### src/rtl/mgt_01_pkg.sv
// Shared types and defaults for the MGT-01 register files.
package mgt_01_pkg;

    localparam int DATA_W_DEF   = 32;
    localparam int NUM_REGS_DEF = 32;

    typedef logic [DATA_W_DEF-1:0] data_bus_t;

    // Integer register ABI names
    typedef enum logic [4:0] {
        I_ZERO, I_RA, I_SP, I_GP, I_TP, I_T0, I_T1, I_T2,
        I_S0, I_S1, I_A0, I_A1, I_A2, I_A3, I_A4, I_A5,
        I_A6, I_A7, I_S2, I_S3, I_S4, I_S5, I_S6, I_S7,
        I_S8, I_S9, I_S10, I_S11, I_T3, I_T4, I_T5, I_T6
    } i_register_e;

    // Floating-point register ABI names
    typedef enum logic [4:0] {
        F_FT0, F_FT1, F_FT2, F_FT3, F_FT4, F_FT5, F_FT6, F_FT7,
        F_FS0, F_FS1, F_FA0, F_FA1, F_FA2, F_FA3, F_FA4, F_FA5,
        F_FA6, F_FA7, F_FS2, F_FS3, F_FS4, F_FS5, F_FS6, F_FS7,
        F_FS8, F_FS9, F_FS10, F_FS11, F_FT8, F_FT9, F_FT10, F_FT11
    } f_register_e;

    // Width of a counter able to hold 0..n inclusive
    function automatic int count_w(input int n);
        return $clog2(n + 1);
    endfunction

endpackage

### src/rtl/mgt_01_scoreboard.sv
// Write-pending scoreboard: busy bit per register, issue/completion
// arbitration and a running count of busy registers.
module mgt_01_scoreboard
    import mgt_01_pkg::*;
#(
    parameter int NUM_REGS = NUM_REGS_DEF,
    parameter int ZERO_REG = 1,
    localparam int AW = $clog2(NUM_REGS),
    localparam int CW = count_w(NUM_REGS)
) (
    input  logic                clk_i,
    input  logic                rst_n_i,
    input  logic                iss_en_i,
    input  logic [AW-1:0]       iss_addr_i,
    input  logic                clr_en_i,
    input  logic [AW-1:0]       clr_addr_i,
    output logic [NUM_REGS-1:0] busy_o,
    output logic                iss_ready_o,
    output logic [CW-1:0]       pending_o
);

    logic [NUM_REGS-1:0] r_busy;
    logic [CW-1:0]       r_pending;
    logic                w_iss_zero;
    logic                w_clr_same;
    logic                w_iss_acc;
    logic                w_clr_eff;
    logic [NUM_REGS-1:0] w_iss_mask;
    logic [NUM_REGS-1:0] w_clr_mask;

    // Issue readiness is judged against the post-completion state, so a
    // completion and a re-issue to the same register can share a cycle.
    assign w_iss_zero  = (ZERO_REG != 0) && (iss_addr_i == '0);
    assign w_clr_same  = clr_en_i && (clr_addr_i == iss_addr_i);
    assign iss_ready_o = w_iss_zero || !r_busy[iss_addr_i] || w_clr_same;
    assign w_iss_acc   = iss_en_i && iss_ready_o && !w_iss_zero;
    assign w_clr_eff   = clr_en_i && r_busy[clr_addr_i];

    // One-hot set/clear masks for this cycle's accepted events
    always_comb begin
        // NOTE: every always_comb output gets a default first so no path
        // leaves it unassigned, which would infer a latch.
        w_iss_mask = '0;
        w_clr_mask = '0;
        if (w_iss_acc) w_iss_mask[iss_addr_i] = 1'b1;
        if (w_clr_eff) w_clr_mask[clr_addr_i] = 1'b1;
    end

    // Busy vector and popcount tracker; issue wins over a same-cycle clear
    always_ff @(posedge clk_i or negedge rst_n_i) begin
        if (!rst_n_i) begin
            r_busy    <= '0;
            r_pending <= '0;
        end else begin
            // NOTE: sequential state uses non-blocking assignments so every
            // flop samples pre-edge values regardless of statement order.
            r_busy <= (r_busy & ~w_clr_mask) | w_iss_mask;
            case ({w_iss_acc, w_clr_eff})
                2'b10:   r_pending <= r_pending + CW'(1);
                2'b01:   r_pending <= r_pending - CW'(1);
                default: r_pending <= r_pending;
            endcase
        end
    end

    assign busy_o    = r_busy;
    assign pending_o = r_pending;

endmodule

### src/rtl/mgt_01_reg_file_sb.sv
// MGT-01 register file with write-pending scoreboard.
// Optional macro MGT_01_RF_BYPASS_EN: write-first forwarding of same-cycle
// writes (A over B) and of a same-cycle B busy clear onto the read ports.
module mgt_01_reg_file_sb
    import mgt_01_pkg::*;
#(
    parameter int DATA_W   = DATA_W_DEF,
    parameter int NUM_REGS = NUM_REGS_DEF,
    parameter int NUM_RD   = 2,
    parameter int ZERO_REG = 1,
    localparam int AW = $clog2(NUM_REGS),
    localparam int CW = count_w(NUM_REGS)
) (
    input  logic                     clk_i,
    input  logic                     rst_n_i,
    input  logic [NUM_RD*AW-1:0]     raddr_i,
    output logic [NUM_RD*DATA_W-1:0] rdata_o,
    output logic [NUM_RD-1:0]        rbusy_o,
    input  logic                     wa_en_i,
    input  logic [AW-1:0]            wa_addr_i,
    input  logic [DATA_W-1:0]        wa_data_i,
    input  logic                     wb_en_i,
    input  logic [AW-1:0]            wb_addr_i,
    input  logic [DATA_W-1:0]        wb_data_i,
    input  logic                     iss_en_i,
    input  logic [AW-1:0]            iss_addr_i,
    output logic                     iss_ready_o,
    output logic [CW-1:0]            pending_o,
    output logic                     collide_o
);

    logic [DATA_W-1:0]   r_regs [NUM_REGS];
    logic                r_collide;
    logic [NUM_REGS-1:0] w_busy;
    logic                w_wa_we;
    logic                w_wb_we;

    // Writes aimed at a hardwired zero register are simply discarded
    assign w_wa_we = wa_en_i && !((ZERO_REG != 0) && (wa_addr_i == '0));
    assign w_wb_we = wb_en_i && !((ZERO_REG != 0) && (wb_addr_i == '0));

    mgt_01_scoreboard #(
        .NUM_REGS (NUM_REGS),
        .ZERO_REG (ZERO_REG)
    ) u_scoreboard (
        .clk_i       (clk_i),
        .rst_n_i     (rst_n_i),
        .iss_en_i    (iss_en_i),
        .iss_addr_i  (iss_addr_i),
        .clr_en_i    (wb_en_i),
        .clr_addr_i  (wb_addr_i),
        .busy_o      (w_busy),
        .iss_ready_o (iss_ready_o),
        .pending_o   (pending_o)
    );

    // Storage: B written first so a same-address A write lands last and wins
    always_ff @(posedge clk_i or negedge rst_n_i) begin
        if (!rst_n_i) begin
            // NOTE: the array is reset because software relies on every
            // register reading zero after reset; this forces flops, not RAM.
            for (int i = 0; i < NUM_REGS; i++) r_regs[i] <= '0;
        end else begin
            if (w_wb_we) r_regs[wb_addr_i] <= wb_data_i;
            if (w_wa_we) r_regs[wa_addr_i] <= wa_data_i;
        end
    end

    // Flag a same-register A/B write for exactly one cycle
    always_ff @(posedge clk_i or negedge rst_n_i) begin
        if (!rst_n_i) begin
            r_collide <= 1'b0;
        end else begin
            r_collide <= w_wa_we && w_wb_we && (wa_addr_i == wb_addr_i);
        end
    end

    assign collide_o = r_collide;

    // Read ports: stored state, optional write-first forwarding, zero override
    always_comb begin
        rdata_o = '0;
        rbusy_o = '0;
        for (int k = 0; k < NUM_RD; k++) begin
            logic [AW-1:0] w_ra;
            w_ra = raddr_i[k*AW +: AW];
            rdata_o[k*DATA_W +: DATA_W] = r_regs[w_ra];
            rbusy_o[k]                  = w_busy[w_ra];
`ifdef MGT_01_RF_BYPASS_EN
            if (wa_en_i && (wa_addr_i == w_ra)) begin
                rdata_o[k*DATA_W +: DATA_W] = wa_data_i;
            end else if (wb_en_i && (wb_addr_i == w_ra)) begin
                rdata_o[k*DATA_W +: DATA_W] = wb_data_i;
            end
            if (wb_en_i && (wb_addr_i == w_ra)) rbusy_o[k] = 1'b0;
`endif
            if ((ZERO_REG != 0) && (w_ra == '0)) begin
                rdata_o[k*DATA_W +: DATA_W] = '0;
                rbusy_o[k]                  = 1'b0;
            end
        end
    end

endmodule
### config.mk
export PLATFORM = sky130hd
export DESIGN_NAME = mgt_01_reg_file_sb
export DESIGN_NICKNAME = d
export VERILOG_FILES = /design/src/rtl/mgt_01_pkg.sv /design/src/rtl/mgt_01_scoreboard.sv /design/src/rtl/mgt_01_reg_file_sb.sv
export SDC_FILE = /design/constraint.sdc
export NUM_CORES = 2
export LEC_CHECK = 0
export ABC_CLOCK_PERIOD_IN_PS = 5500
export CORE_AREA = 2 2 388 390
export DETAILED_ROUTE_END_ITERATION = 8
export DIE_AREA = 0 0 390 392
export GPL_TIMING_DRIVEN = 0
export SKIP_CTS_REPAIR_TIMING = 1
export SLEW_MARGIN = 10
export SYNTH_ARGS = -nofsm -noshare
export SYNTH_HDL_FRONTEND = slang
export SYNTH_SLANG_ARGS = --single-unit
### constraint.sdc
create_clock -name clk_i -period 5.5 [get_ports clk_i]
set_input_delay 1.65 -clock clk_i [delete_from_list [all_inputs] [get_ports clk_i]]
set_output_delay 1.65 -clock clk_i [all_outputs]
set_load 0.05 [all_outputs]
== Word-level counts from Yosys, hierarchy flattened ==
Index checks and enable logic that the tools add are counted.

* $add $sub $neg: 2
* $lt $le $gt $ge: 12
* Equal/unequal tests: 4
* Muxes and demuxes: 33
* Bitwise gates (word level): 7
* Reductions and logical operators: 24

{| class="wikitable"
|+ Operators by type and width
! cell !! count
|-
| bitwise mux 1024 bit || 2
|-
| two-way mux 1024 bit || 2
|-
| binary-select mux 32 bit (select 5 bit) || 2
|-
| demux 32 bit (select 5 bit) || 2
|-
| two-way mux 32 bit || 10
|-
| bitwise AND 32 bit || 1
|-
| NOT 32 bit || 1
|-
| OR 32 bit || 1
|-
| zero test 5 bit || 5
|-
| >= comparator 6 bit, second input constant || 4
|-
| < comparator 5 x 6 -> 1 bit, second input constant || 4
|-
| NOT 5 -> 6 bit || 4
|-
| binary-select mux 1 bit (select 5 bit) || 4
|-
| logical AND 1 bit || 12
|-
| < comparator 6 x 1 -> 1 bit, second input constant || 2
|-
| case mux 6 bit (2 select lines) || 1
|-
| demux 1 bit (select 5 bit) || 2
|-
| equality test 5 bit || 2
|-
| >= comparator 5 x 1 -> 1 bit, second input constant || 2
|-
| two-way mux 1 bit || 8
|-
| adder 6 x 1 -> 6 bit, second input constant || 1
|-
| subtractor 6 x 1 -> 6 bit, second input constant || 1
|-
| zero test 1 bit || 4
|-
| equality test 2 x 1 -> 1 bit, second input constant || 1
|-
| 3 further kinds || 4
|}

* Bits in registers: 1063
* Input port bits: 94
* Output and inout port bits: 74
* Logic and storage cells: 117

== Logic depth before layout (Yosys ltp) ==
* Depth after elaboration: 9
* Depth in mapped cells: 15
* Mapped depth without buffers: 12

== Modules after synthesis ==
Synthesis repeated with hierarchy kept, for this count alone.

* Cells, all modules: 6288
* Area, all modules: 66470.0 µm²

{| class="wikitable"
|+ By module, submodules not included
! module !! times used !! cells an instance !! area each (µm²)
|-
| mgt_01_reg_file_sb || 1 || 5975 || 63683.6
|-
| mgt_01_scoreboard || 1 || 313 || 2786.4
|}

== Worst setup path after synthesis ==
Ideal clock, no wire load.

* Path type: input to output
* Start: input raddr_i[0]
* End: output rdata_o[10]
* Arrival: 3462 ps
* Setup slack: 388 ps
* Stages on the path: 7
* Buffers on the path: 3
* Cell sequence: buf_6 > buf_6 > buf_2 > mux4_2 > mux4_2 > inv_1 > o21ai_1

* Word-level cells in the longest chain between the ends: 5

{| class="wikitable"
|+ Ends and longest elaborated chain
! item !! RTL line !! text
|-
| start, declared || mgt_01_reg_file_sb.sv:16 || <nowiki>input logic [NUM_RD*AW-1:0] raddr_i,</nowiki>
|-
| NOT 5 -> 6 bit (not written as such) || mgt_01_reg_file_sb.sv:87 || <nowiki>rdata_o[k*DATA_W +: DATA_W] = r_regs[w_ra];</nowiki>
|-
| binary-select mux 32 bit (select 5 bit) || mgt_01_reg_file_sb.sv:87 ||
|-
| two-way mux 32 bit (not written as such) (2 in series) || mgt_01_reg_file_sb.sv:87 ||
|-
| two-way mux 32 bit (*) || mgt_01_reg_file_sb.sv:97 || <nowiki>if ((ZERO_REG != 0) && (w_ra == '0)) begin</nowiki>
|-
| end, declared || mgt_01_reg_file_sb.sv:17 || <nowiki>output logic [NUM_RD*DATA_W-1:0] rdata_o,</nowiki>
|}

Every way passes the cells marked *; elsewhere a longest branch is shown, timed or not. The select of a mux whose other input is x is not followed.

== Worst setup path after layout ==
* Start: input raddr_i[7]
* End: output rdata_o[63]

The elaborated chain is that of the path after synthesis.

==> run summary <==
Syn Area/Cell: 11.2 um^2
Rel. slew slack: 0.733%
nets@finish: 6378
initial DRC count: 10061
simple-gate share of the synthesized area: 7.50%
layout cells sized above 1: 21.7%
Post-Synthesis Net Count: 6040
Placement Setup Slack: -2.55 ns
root buffer cell: clkbuf_16
CTS tree: built
Layout area overhead: 15.6%
Layout Skew: 0.0119 ns
reg2reg end: u_scoreboard.pending_o[5]
Critical Path, Cell by Cell: clkbuf_1, buf_6, clkbuf_4, mux4_2, nand2_1, o21ai_2, clkbuf_2
mux cell area share after synthesis: 37.4%
Via Count: 58557
Filler cells: 13275
starting density of the core: 44.7%
unrepaired setup endpoints after global routing: yes
CP Class: in -> out
antenna-violating nets left: 0
Post-synth top flop: dfrtp_1
Worst EP required: 3.85 ns
most frequent cells in the layout: dfrtp_1, mux2i_1, mux4_2, nand2_1, nor2_1
Die Height: 392 um
fin area: 76900 um^2
largest net degree at the start of global routing: 150
core area: 149000 um^2
f_max: 0.174 GHz
R2R Path Start: u_scoreboard.busy_o[18]
Post-DP HPWL: 225 mm
Worst setup EP type: output pin
CTS Buf Count: 130
main combinational cell family by area after synthesis: multiplexers
num ports: 168
worst vdd ir: 0.000284 V
Compound-Gate Fraction of Synth Area: 9.17%
Worst path max stage delay: 0.67 ns
Routability Congestion: 0.998
most common cell after layout, fill and taps aside: dfrtp_1
YS warnings: 0
initial antenna violation count: 20
Residual DRC: 0
post-synthesis cell count: 5940
via/cell ratio: 7.03
port bufs: 148
crit path max fanout: 10
Post-synth EDFFs: 0
area of the mapped netlist: 66500 um^2
status: finished, violations left
vias in the first global route: 56583
H-Tree Level Count: 4
cells on worst reg2reg path: 13
die width: 390 um
Routed WL: 326 mm
Overflow after GRT: 0
Hold Crit Class: reg -> reg
Leak: 32.4 nW
crit start category: input pin
Synth Area in XOR/XNOR: 0.184%
violated checks: capacitance limit, setup timing
final cycle utilization of the critical path: 104%
final hold vios: 0
final setup fails: 49
Seq/Total Area, Yosys: 40.0%
number of iterations in the first detailed-routing pass: 9
Yosys reg bits: 1063
synth unique cells: 63
die area: 153000 um^2
Critical-path top delay cell: mux4_2
max cap viols: 1
Wirelength per Cell: 39.1 um
Hold Path End: u_scoreboard.pending_o[5]
post-route minimum period: 5.74 ns
final hold slack: 0.466 ns
WP data arrival: 4.09 ns
Min-Delay Path Depth: 1
gr usage total: 42.1%
first-pass GRT wire length: 444 mm
Clock Tree Buf Depth: 3
clk sinks: 1063
dpl cell area: 70800 um^2
Final WS setup: -0.242 ns
clock-pin transition on the worst setup and hold timing paths: 0.06 ns
worst slew pin tran: 1.48 ns
Worst-Skew Late Latency: 0.79 ns
Reg2Reg Setup Slack: 1.88 ns
ys async rst share: 100%
adder-cell share of the synthesized area: 0.124%
pwr/cell area: 380 nW/um^2
Final Max Tran Viols: 0
cell row count: 142
hold path start: u_scoreboard.pending_o[5]
cells by family (layout without fill, tap and decap cells):
| group | after synthesis | after routing |
|---|---|---|
| other | 0 | 7 |
| adders and majority gates | 6 | 6 |
| xor gates and xnor gates | 14 | 14 |
| DFF | 1063 | 1063 |
| buffers and inverters | 796 | 1234 |
| and+or+nand+nor | 1238 | 1238 |
| AOI/OAI and AO/OA | 1166 | 1166 |
| muxes | 1657 | 1657 |
layout make-up:
class | instances | area, um^2 | share of cell area (%)
Timing Repair Buffer | 206 | 2250 | 2.92
Clock inverter | 39 | 495 | 0.644
Buffer | 713 | 4440 | 5.78
Clock buffer | 193 | 3900 | 5.08
Tap cell | 1944 | 2430 | 3.16
Sequential cell | 1063 | 26600 | 34.6
Inverter | 83 | 314 | 0.408
Antenna cell | 7 | 17.5 | 0.0228
Multi-Input combinational cell | 4081 | 36500 | 47.4
metal layers:
layer	routed length [um]	GRT usage (%)
met5	482	0.447
met4	27600	29.9
met3	50000	18.9
met2	134000	58.1
met1	113000	52.1
report_power, final:
part | internal (mW) | leakage [nW] | switching [mW] | total, mW
sequential | 9.85 | 13.0 | 1.70 | 11.5
clock | 5.30 | 2.16 | 3.84 | 9.14
combinational | 4.16 | 17.3 | 4.37 | 8.53
total | 19.3 | 32.4 | 9.91 | 29.2
worst max path at each step:
stage                    start           to  cells after the start
floorplan           raddr_i[0]  rdata_o[10]                      7
global placement       rst_n_i  r_regs[169]                      1
detailed placement  raddr_i[6]  rdata_o[33]                      8
CTS                 raddr_i[6]  rdata_o[33]                      8
global route        raddr_i[7]  rdata_o[63]                      7
finish              raddr_i[7]  rdata_o[63]                      7
worst max-delay path, delay by kind of cell:
kind / cells / cell delay (ns)
compound gates: 1 / 0.15
buf+inv: 4 / 1.45
simple gates: 1 / 0.13
mux: 1 / 0.67
registers in the layout, summed over array words and instances, names as in the netlist:
| name | count |
|---|---|
| r_regs | 1024 |
| u_scoreboard.busy_o | 32 |
| u_scoreboard.pending_o | 6 |
| collide_o | 1 |
stage by stage:
step	power (mW)	TNS, ns	std cells	util, %
6_report	29.2	-3.37	8329	51.7
5_1_grt	30.0	-2.11	8327	51.7
4_1_cts	28.7	-150.06	8277	50.5
3_5_place_dp	19.6	-151.02	8045	47.5
3_3_place_gp	19.4	-	8032	47.3
2_1_floorplan	16.7	0	5940	-
cells in the mapped netlist, types with 5 or more instances:
library cell | count | area share [%]
buf_2 | 75 | 0.56
a32oi_1 | 25 | 0.33
nor2_1 | 539 | 3.0
inv_1 | 83 | 0.47
mux2i_1 | 991 | 15
ha_1 | 5 | 0.094
o22ai_1 | 14 | 0.13
nor2_2 | 15 | 0.14
o32ai_1 | 7 | 0.092
o21ai_0 | 462 | 3.5
a21oi_1 | 518 | 3.9
buf_6 | 47 | 0.80
nand4b_1 | 5 | 0.066
nand3_1 | 7 | 0.053
nor3b_1 | 7 | 0.079
clkbuf_1 | 468 | 2.6
a21boi_0 | 8 | 0.090
nand3b_1 | 7 | 0.079
xor2_1 | 9 | 0.12
nand2_1 | 603 | 3.4
buf_1 | 52 | 0.29
dfrtp_1 | 1063 | 40
or2_2 | 6 | 0.056
xnor2_1 | 5 | 0.066
o21ai_1 | 111 | 0.84
mux4_2 | 660 | 22
o31ai_1 | 5 | 0.056
buf_4 | 67 | 0.76
Power figures use the tool's default switching activity.
